===== config.mk =====
export PLATFORM = sky130hd
export DESIGN_NAME = serial_frame_ctrl
export DESIGN_NICKNAME = d
export VERILOG_FILES = /design/src/rtl/serial_frame_pkg.sv /design/src/rtl/serial_frame_ctrl_btn_one_pulse.sv /design/src/rtl/serial_frame_ctrl.sv
export SDC_FILE = /design/constraint.sdc
export NUM_CORES = 1
export LEC_CHECK = 0
export BUFFER_PORTS_ARGS = -buffer_cell sky130_fd_sc_hd__buf_2
export CAP_MARGIN = 20
export CELL_PAD_IN_SITES_DETAIL_PLACEMENT = 1
export CELL_PAD_IN_SITES_GLOBAL_PLACEMENT = 1
export CORE_ASPECT_RATIO = 0.8
export CORE_MARGIN = 2
export CORE_UTILIZATION = 45
export CTS_BUF_LIST = sky130_fd_sc_hd__clkbuf_8
export CTS_CLUSTER_SIZE = 16
export DETAILED_ROUTE_END_ITERATION = 16
export PLACE_DENSITY_LB_ADDON = 0.1
export SLEW_MARGIN = 40
export SYNTH_ARGS = -nofsm -noshare
export SYNTH_HDL_FRONTEND = slang
export SYNTH_SLANG_ARGS = --single-unit

===== constraint.sdc =====
create_clock -name clk -period 2.7 [get_ports clk]
set_input_delay 0.27 -clock clk [delete_from_list [all_inputs] [get_ports clk]]
set_output_delay 0.27 -clock clk [all_outputs]
set_load 0.02 [all_outputs]

===== src/rtl/serial_frame_pkg.sv =====
// Shared types and 7-segment helpers for the button-stepped serial frame controller.
package serial_frame_pkg;

  typedef enum logic [1:0] {
    HEADER  = 2'd0,
    PAYLOAD = 2'd1,
    PARITY  = 2'd2,
    DONE    = 2'd3
  } state_e;

  // Active-low segment patterns, bit order {g,f,e,d,c,b,a}.
  localparam logic [6:0] SEG7_0 = 7'b1000000;
  localparam logic [6:0] SEG7_1 = 7'b1111001;
  localparam logic [6:0] SEG7_2 = 7'b0100100;
  localparam logic [6:0] SEG7_3 = 7'b0110000;
  localparam logic [6:0] SEG7_4 = 7'b0011001;
  localparam logic [6:0] SEG7_5 = 7'b0010010;
  localparam logic [6:0] SEG7_6 = 7'b0000010;
  localparam logic [6:0] SEG7_7 = 7'b1111000;
  localparam logic [6:0] SEG7_8 = 7'b0000000;
  localparam logic [6:0] SEG7_9 = 7'b0010000;
  localparam logic [6:0] SEG7_A = 7'b0001000;
  localparam logic [6:0] SEG7_B = 7'b0000011;
  localparam logic [6:0] SEG7_C = 7'b1000110;
  localparam logic [6:0] SEG7_D = 7'b0100001;
  localparam logic [6:0] SEG7_E = 7'b0000110;
  localparam logic [6:0] SEG7_F = 7'b0001110;

  function automatic logic [6:0] hex_to_seg7(input logic [3:0] hex);
    logic [6:0] seg;
    case (hex)
      4'h0: seg = SEG7_0;
      4'h1: seg = SEG7_1;
      4'h2: seg = SEG7_2;
      4'h3: seg = SEG7_3;
      4'h4: seg = SEG7_4;
      4'h5: seg = SEG7_5;
      4'h6: seg = SEG7_6;
      4'h7: seg = SEG7_7;
      4'h8: seg = SEG7_8;
      4'h9: seg = SEG7_9;
      4'hA: seg = SEG7_A;
      4'hB: seg = SEG7_B;
      4'hC: seg = SEG7_C;
      4'hD: seg = SEG7_D;
      4'hE: seg = SEG7_E;
      default: seg = SEG7_F;
    endcase
    return seg;
  endfunction

endpackage


===== src/rtl/serial_frame_ctrl_btn_one_pulse.sv =====
// Button synchroniser plus rising-edge detector; emits one pulse per press.
module btn_one_pulse
  import serial_frame_pkg::*;
#(
  parameter int SYNC_STAGES = 2
) (
  input  logic clk,
  input  logic rst,
  input  logic btn_i,
  output logic pulse_o
);

  logic [SYNC_STAGES-1:0] sync_q;
  logic                   hist_q;

  // Reset to 1 so a button held through reset never looks like a new press.
  always_ff @(posedge clk) begin
    if (rst) begin
      sync_q <= '1;
      hist_q <= 1'b1;
    end else begin
      sync_q <= (sync_q << 1) | SYNC_STAGES'(btn_i);
      hist_q <= sync_q[SYNC_STAGES-1];
    end
  end

  assign pulse_o = sync_q[SYNC_STAGES-1] & ~hist_q;

endmodule


===== src/rtl/serial_frame_ctrl.sv =====
// Button-stepped serial frame controller: LEN_W-bit length header, then N forwarded bits.
// Optional trailing even-parity check when SERIAL_PARITY_CHK_EN is defined.
module serial_frame_ctrl
  import serial_frame_pkg::*;
#(
  parameter int LEN_W       = 4,
  parameter int SYNC_STAGES = 2
) (
  input  logic       clk,
  input  logic       rst,
  input  logic       push_button,
  input  logic       serIn,
  output logic       serOut,
  output logic       serOutValid,
  output logic [6:0] seg_out,
  output logic       busy,
  output logic       frame_done,
  output logic       parity_err,
  output logic [1:0] dbg_state_o
);

  localparam int CNT_W = (LEN_W > 1) ? $clog2(LEN_W) : 1;

  // serOutValid is a one-cycle strobe qualifying serOut; the sink cannot stall.
  state_e             state_q, state_d;
  logic [LEN_W-1:0]   hdr_q, hdr_d, hdr_next;
  logic [CNT_W-1:0]   cnt_q, cnt_d;
  logic [LEN_W-1:0]   rem_q, rem_d, rem_dec;
  logic               ser_out_q, ser_out_d;
  logic               valid_q, valid_d;
  logic               done_q, done_d;
  logic [6:0]         seg_q, seg_d;
  logic [SYNC_STAGES-1:0] ser_sync_q;
  logic               ser_s;
  logic               step;

  btn_one_pulse #(.SYNC_STAGES(SYNC_STAGES)) u_btn (
    .clk    (clk),
    .rst    (rst),
    .btn_i  (push_button),
    .pulse_o(step)
  );

  assign ser_s    = ser_sync_q[SYNC_STAGES-1];
  assign hdr_next = (hdr_q << 1) | LEN_W'(ser_s);
  assign rem_dec  = rem_q - LEN_W'(1);

`ifdef SERIAL_PARITY_CHK_EN
  logic par_q, par_d, perr_q, perr_d;
`endif

  always_comb begin
    state_d   = state_q;
    hdr_d     = hdr_q;
    cnt_d     = cnt_q;
    rem_d     = rem_q;
    ser_out_d = ser_out_q;
    valid_d   = 1'b0;
    done_d    = 1'b0;
    seg_d     = seg_q;
`ifdef SERIAL_PARITY_CHK_EN
    par_d     = par_q;
    perr_d    = perr_q;
`endif
    case (state_q)
      HEADER: if (step) begin
        hdr_d = hdr_next;
        cnt_d = cnt_q + CNT_W'(1);
`ifdef SERIAL_PARITY_CHK_EN
        if (cnt_q == '0) perr_d = 1'b0;
`endif
        if (cnt_q == CNT_W'(LEN_W - 1)) begin
          hdr_d = '0;
          cnt_d = '0;
          rem_d = hdr_next;
          if (hdr_next == '0) begin
            done_d = 1'b1;
          end else begin
            state_d = PAYLOAD;
            seg_d   = hex_to_seg7(4'(hdr_next));
`ifdef SERIAL_PARITY_CHK_EN
            par_d   = 1'b0;
`endif
          end
        end
      end
      PAYLOAD: if (step) begin
        ser_out_d = ser_s;
        valid_d   = 1'b1;
        rem_d     = rem_dec;
        seg_d     = hex_to_seg7(4'(rem_dec));
`ifdef SERIAL_PARITY_CHK_EN
        par_d     = par_q ^ ser_s;
        if (rem_q == LEN_W'(1)) state_d = PARITY;
`else
        if (rem_q == LEN_W'(1)) state_d = DONE;
`endif
      end
`ifdef SERIAL_PARITY_CHK_EN
      PARITY: if (step) begin
        par_d   = par_q ^ ser_s;
        state_d = DONE;
      end
`endif
      DONE: begin
        done_d  = 1'b1;
        state_d = HEADER;
        hdr_d   = '0;
        cnt_d   = '0;
        rem_d   = '0;
        seg_d   = SEG7_0;
`ifdef SERIAL_PARITY_CHK_EN
        perr_d  = par_q;
`endif
      end
      default: state_d = HEADER;
    endcase
  end

  always_ff @(posedge clk) begin
    if (rst) begin
      state_q    <= HEADER;
      hdr_q      <= '0;
      cnt_q      <= '0;
      rem_q      <= '0;
      ser_out_q  <= 1'b0;
      valid_q    <= 1'b0;
      done_q     <= 1'b0;
      seg_q      <= SEG7_0;
      ser_sync_q <= '0;
    end else begin
      state_q    <= state_d;
      hdr_q      <= hdr_d;
      cnt_q      <= cnt_d;
      rem_q      <= rem_d;
      ser_out_q  <= ser_out_d;
      valid_q    <= valid_d;
      done_q     <= done_d;
      seg_q      <= seg_d;
      ser_sync_q <= (ser_sync_q << 1) | SYNC_STAGES'(serIn);
    end
  end

`ifdef SERIAL_PARITY_CHK_EN
  always_ff @(posedge clk) begin
    if (rst) begin
      par_q  <= 1'b0;
      perr_q <= 1'b0;
    end else begin
      par_q  <= par_d;
      perr_q <= perr_d;
    end
  end
  assign parity_err = perr_q;
`else
  assign parity_err = 1'b0;
`endif

  assign serOut      = ser_out_q;
  assign serOutValid = valid_q;
  assign frame_done  = done_q;
  assign seg_out     = seg_q;
  assign busy        = (state_q == PAYLOAD) || (state_q == PARITY);
  assign dbg_state_o = state_q;

endmodule


==> results.ini <==
[setup_path]
cp_slowest_stage_delay_ps = 560
worstPathArrival_ps = 2430
criticalPathCategory = reg -> reg
required_ps = 2890
rr_worst_depth = 7
crit_path_start = rem_q[0]
reg2reg_from = rem_q[0]
worstSetupStartpointType = flop
critPathMaxFanout = 10
path_cells = inv_1 > ha_1 > xor2_2 > nand2b_1 > mux2i_1 > a22oi_1 > a211oi_1
setup.worst_path.end_class = flop
crit_path_top_delay_cell = dfxtp_1

[power_and_ir_drop]
p_leak_nw = 0.706
p_per_area_nw_per_um2 = 362
ir_drop_mv = 0.224

[sta]
fin_worst_skew_ps = 2.58
tns_ps = 0
slew_violations = 0
worstMarginPinSlew_ps = 691
setup_ws_ps = 453
final-hold-violation-count = 0
period_needed_ps = 2250
finalCritPeriodShare_pct = 83.2
setup_viol = 0
fmax_mhz = 445
rsz0062_at_grt = no
max-slew-margin-rel_pct = 53.3

[floorplanning]
start_util_pct = 45.9
die_x_um = 72.9
die_h_um = 59.1
rows = 20
pin_count = 18
core_um2 = 3730
die-area_um2 = 4310

[cts]
tritoncts = done
clock_sinks = 26
postCtsSetupBuffers = 0
clockBufferDepth = 2
clkLatencyLatePin_ps = 270
numCtsBuffers = 3
cts.repair.resized = 0
path_clk_slew_ps = 90
clock-root-buffer = clkbuf_8
cts_hold_buf = 0
cts_max_level = 1

[route]
ant_nets = 0
drc_errors = 0
post_drt_via_cell_ratio = 5.82
drt_iter0_drc = 72
route.vias.total = 1479
dr.pass1.iters = 4
drt_wl_total_mm = 4.15
routedWlPerCell_um = 16.3

[logic_synthesis]
async_flop_share_pct = 0
ys_warn_count = 0
yosys-top-cells-area = dfxtp_1 (30%), ha_1 (13%), nor2_1 (5.3%), nand2_1 (4.8%), mux2i_1 (3.5%)
syn_area_um2 = 1710
synth-seq-area-share_pct = 30.4
yosys_most_used_dff = dfxtp_1
synth_cells = 200
yosysTopAreaCellShare_pct = 30.4
ys_seq_elements = 26
synthDominantAreaCellType = dfxtp_1
synth_cell_types = 47
avgSynthCellArea_um2 = 8.55
synth_edf_count = 0
synth_fp_nets = 222

[placed_design]
dpl.hpwl_mm = 3.13
place_area_um2 = 1800
preCtsSetupSlack_ps = 470
gp_congestion = 0.828
io_buffers = 16

[layout]
drive_gt1_share_pct = 16.2
fin_area_um2 = 1860
area_growth_pct = 8.63
fill_cells = 467
multi_input_area_um2 = 1100
regArea_um2 = 520
layout.nets = 233
diodes = 0

[hold_path]
hp-start = push_button
hold_path.class = in -> reg
holdPathStages = 2

[run]
cap_violations = 0

[global_route]
grt_pass1_wl_mm = 6.79
grt_overflow_total = 0
grt_antenna_before_repair = 0
grt_max_degree = 29
grt_use_total_pct = 20.4
grt_pass1_vias = 1403

[status]
outcome = complete, no violations

## state kept, by name (all words and copies together) (netlist names)
register / count
rem_q: 4
u_btn.sync_q: 2
u_btn.hist_q: 1
hdr_q: 3
dbg_state_o: 2
seg_out: 7
serOut: 1
ser_sync_q: 2
serOutValid: 1
cnt_q: 2
frame_done: 1
## power by group
part	switching, mW	internal, mW	total [mW]
combinational	0.0196	0.0111	0.0307
clock	0.122	0.130	0.252
sequential	0.00304	0.387	0.390
## routing by layer
metal / global-route usage (%) / vias to the layer above / wire (um) / part of all wire, %
met3: 3.57 / 2 / 103 / 2.5
met5: 0 / - / 0 / 0
met1: 29.1 / 717 / 2170 / 52
met4: 3.17 / 0 / 16 / 0.39
li1: - / 737 / - / -
met2: 33.2 / 23 / 1860 / 45
## layout by cell type (no fill, tap or decap), types with 2 or more instances in the layout
cell type and instances:
buf_4 2, a31oi_1 6, nor3_1 3, nor2b_1 3, o211ai_1 2, or2_2 3, o21ai_0 7, nand2_1 22
a21oi_1 7, clkbuf_8 4, dfxtp_1 26, ha_1 18, buf_2 16, inv_1 8, nor4b_1 2, a32oi_1 3
nand2b_1 7, nor2_1 24, mux2i_1 6, xnor2_1 2, a211oi_1 8, a22oi_1 5, mux2_2 2
## worst max-delay path: cells and delay by family (launching register included)
family                   cells  cell delay, ps
AO/OA/AOI/OAI                2             380
XOR/XNOR                     1             390
adder cells (fa/ha/maj)      1             320
buffers and inverters        1             210
flip-flops                   1             560
multiplexers                 1             170
AND/OR/NAND/NOR              1             130
## stage by stage
step           utilization, %  hold slack, ps  std cells  power, mW
4_1_cts                  49.8             180        254      0.681
3_5_place_dp             48.4             405        250      0.430
6_report                 49.8             182        254      0.673
5_1_grt                  49.8             177        254      0.699
3_3_place_gp             48.4             398        250      0.428
2_1_floorplan               -             374        200      0.421
## synth_stat cells, drive strengths merged (4+ instances only)
cell type,n
dfxtp,26
nor2,24
nand2,22
ha,18
a211oi,9
inv,8
a21oi,7
nand2b,7
o21ai,7
a31oi,6
buf,6
clkbuf,6
mux2i,6
a22oi,5
nor3,4
## path summary, 6_finish.rpt
kind	slack, ps	end
max	450	seg_out[2]
min	180	u_btn.sync_q[0]
max reg2reg	450	seg_out[2]
min reg2reg	430	u_btn.sync_q[1]
## area by class of cell
class                   instances  share of cell area (%)
flip-flops and latches         26                    28.0
inverters                       8                    1.62
repair buffers                 18                    5.12
well taps                      44                    2.96
clock buffers                   4                    2.96
multi-input cells             154                    59.3
## logic make-up after synthesis
kind of cell	Yosys count	share of synthesized area (%)
flops	26	30.4
simple gates	70	19.7
mux	9	5.71
buf+inv	20	5.12
xor+xnor	4	3.59
other cells	1	0.219
fa+ha+maj	18	13.2
compound gates	52	22.1
No activity file was read; power rests on OpenSTA's default activity.
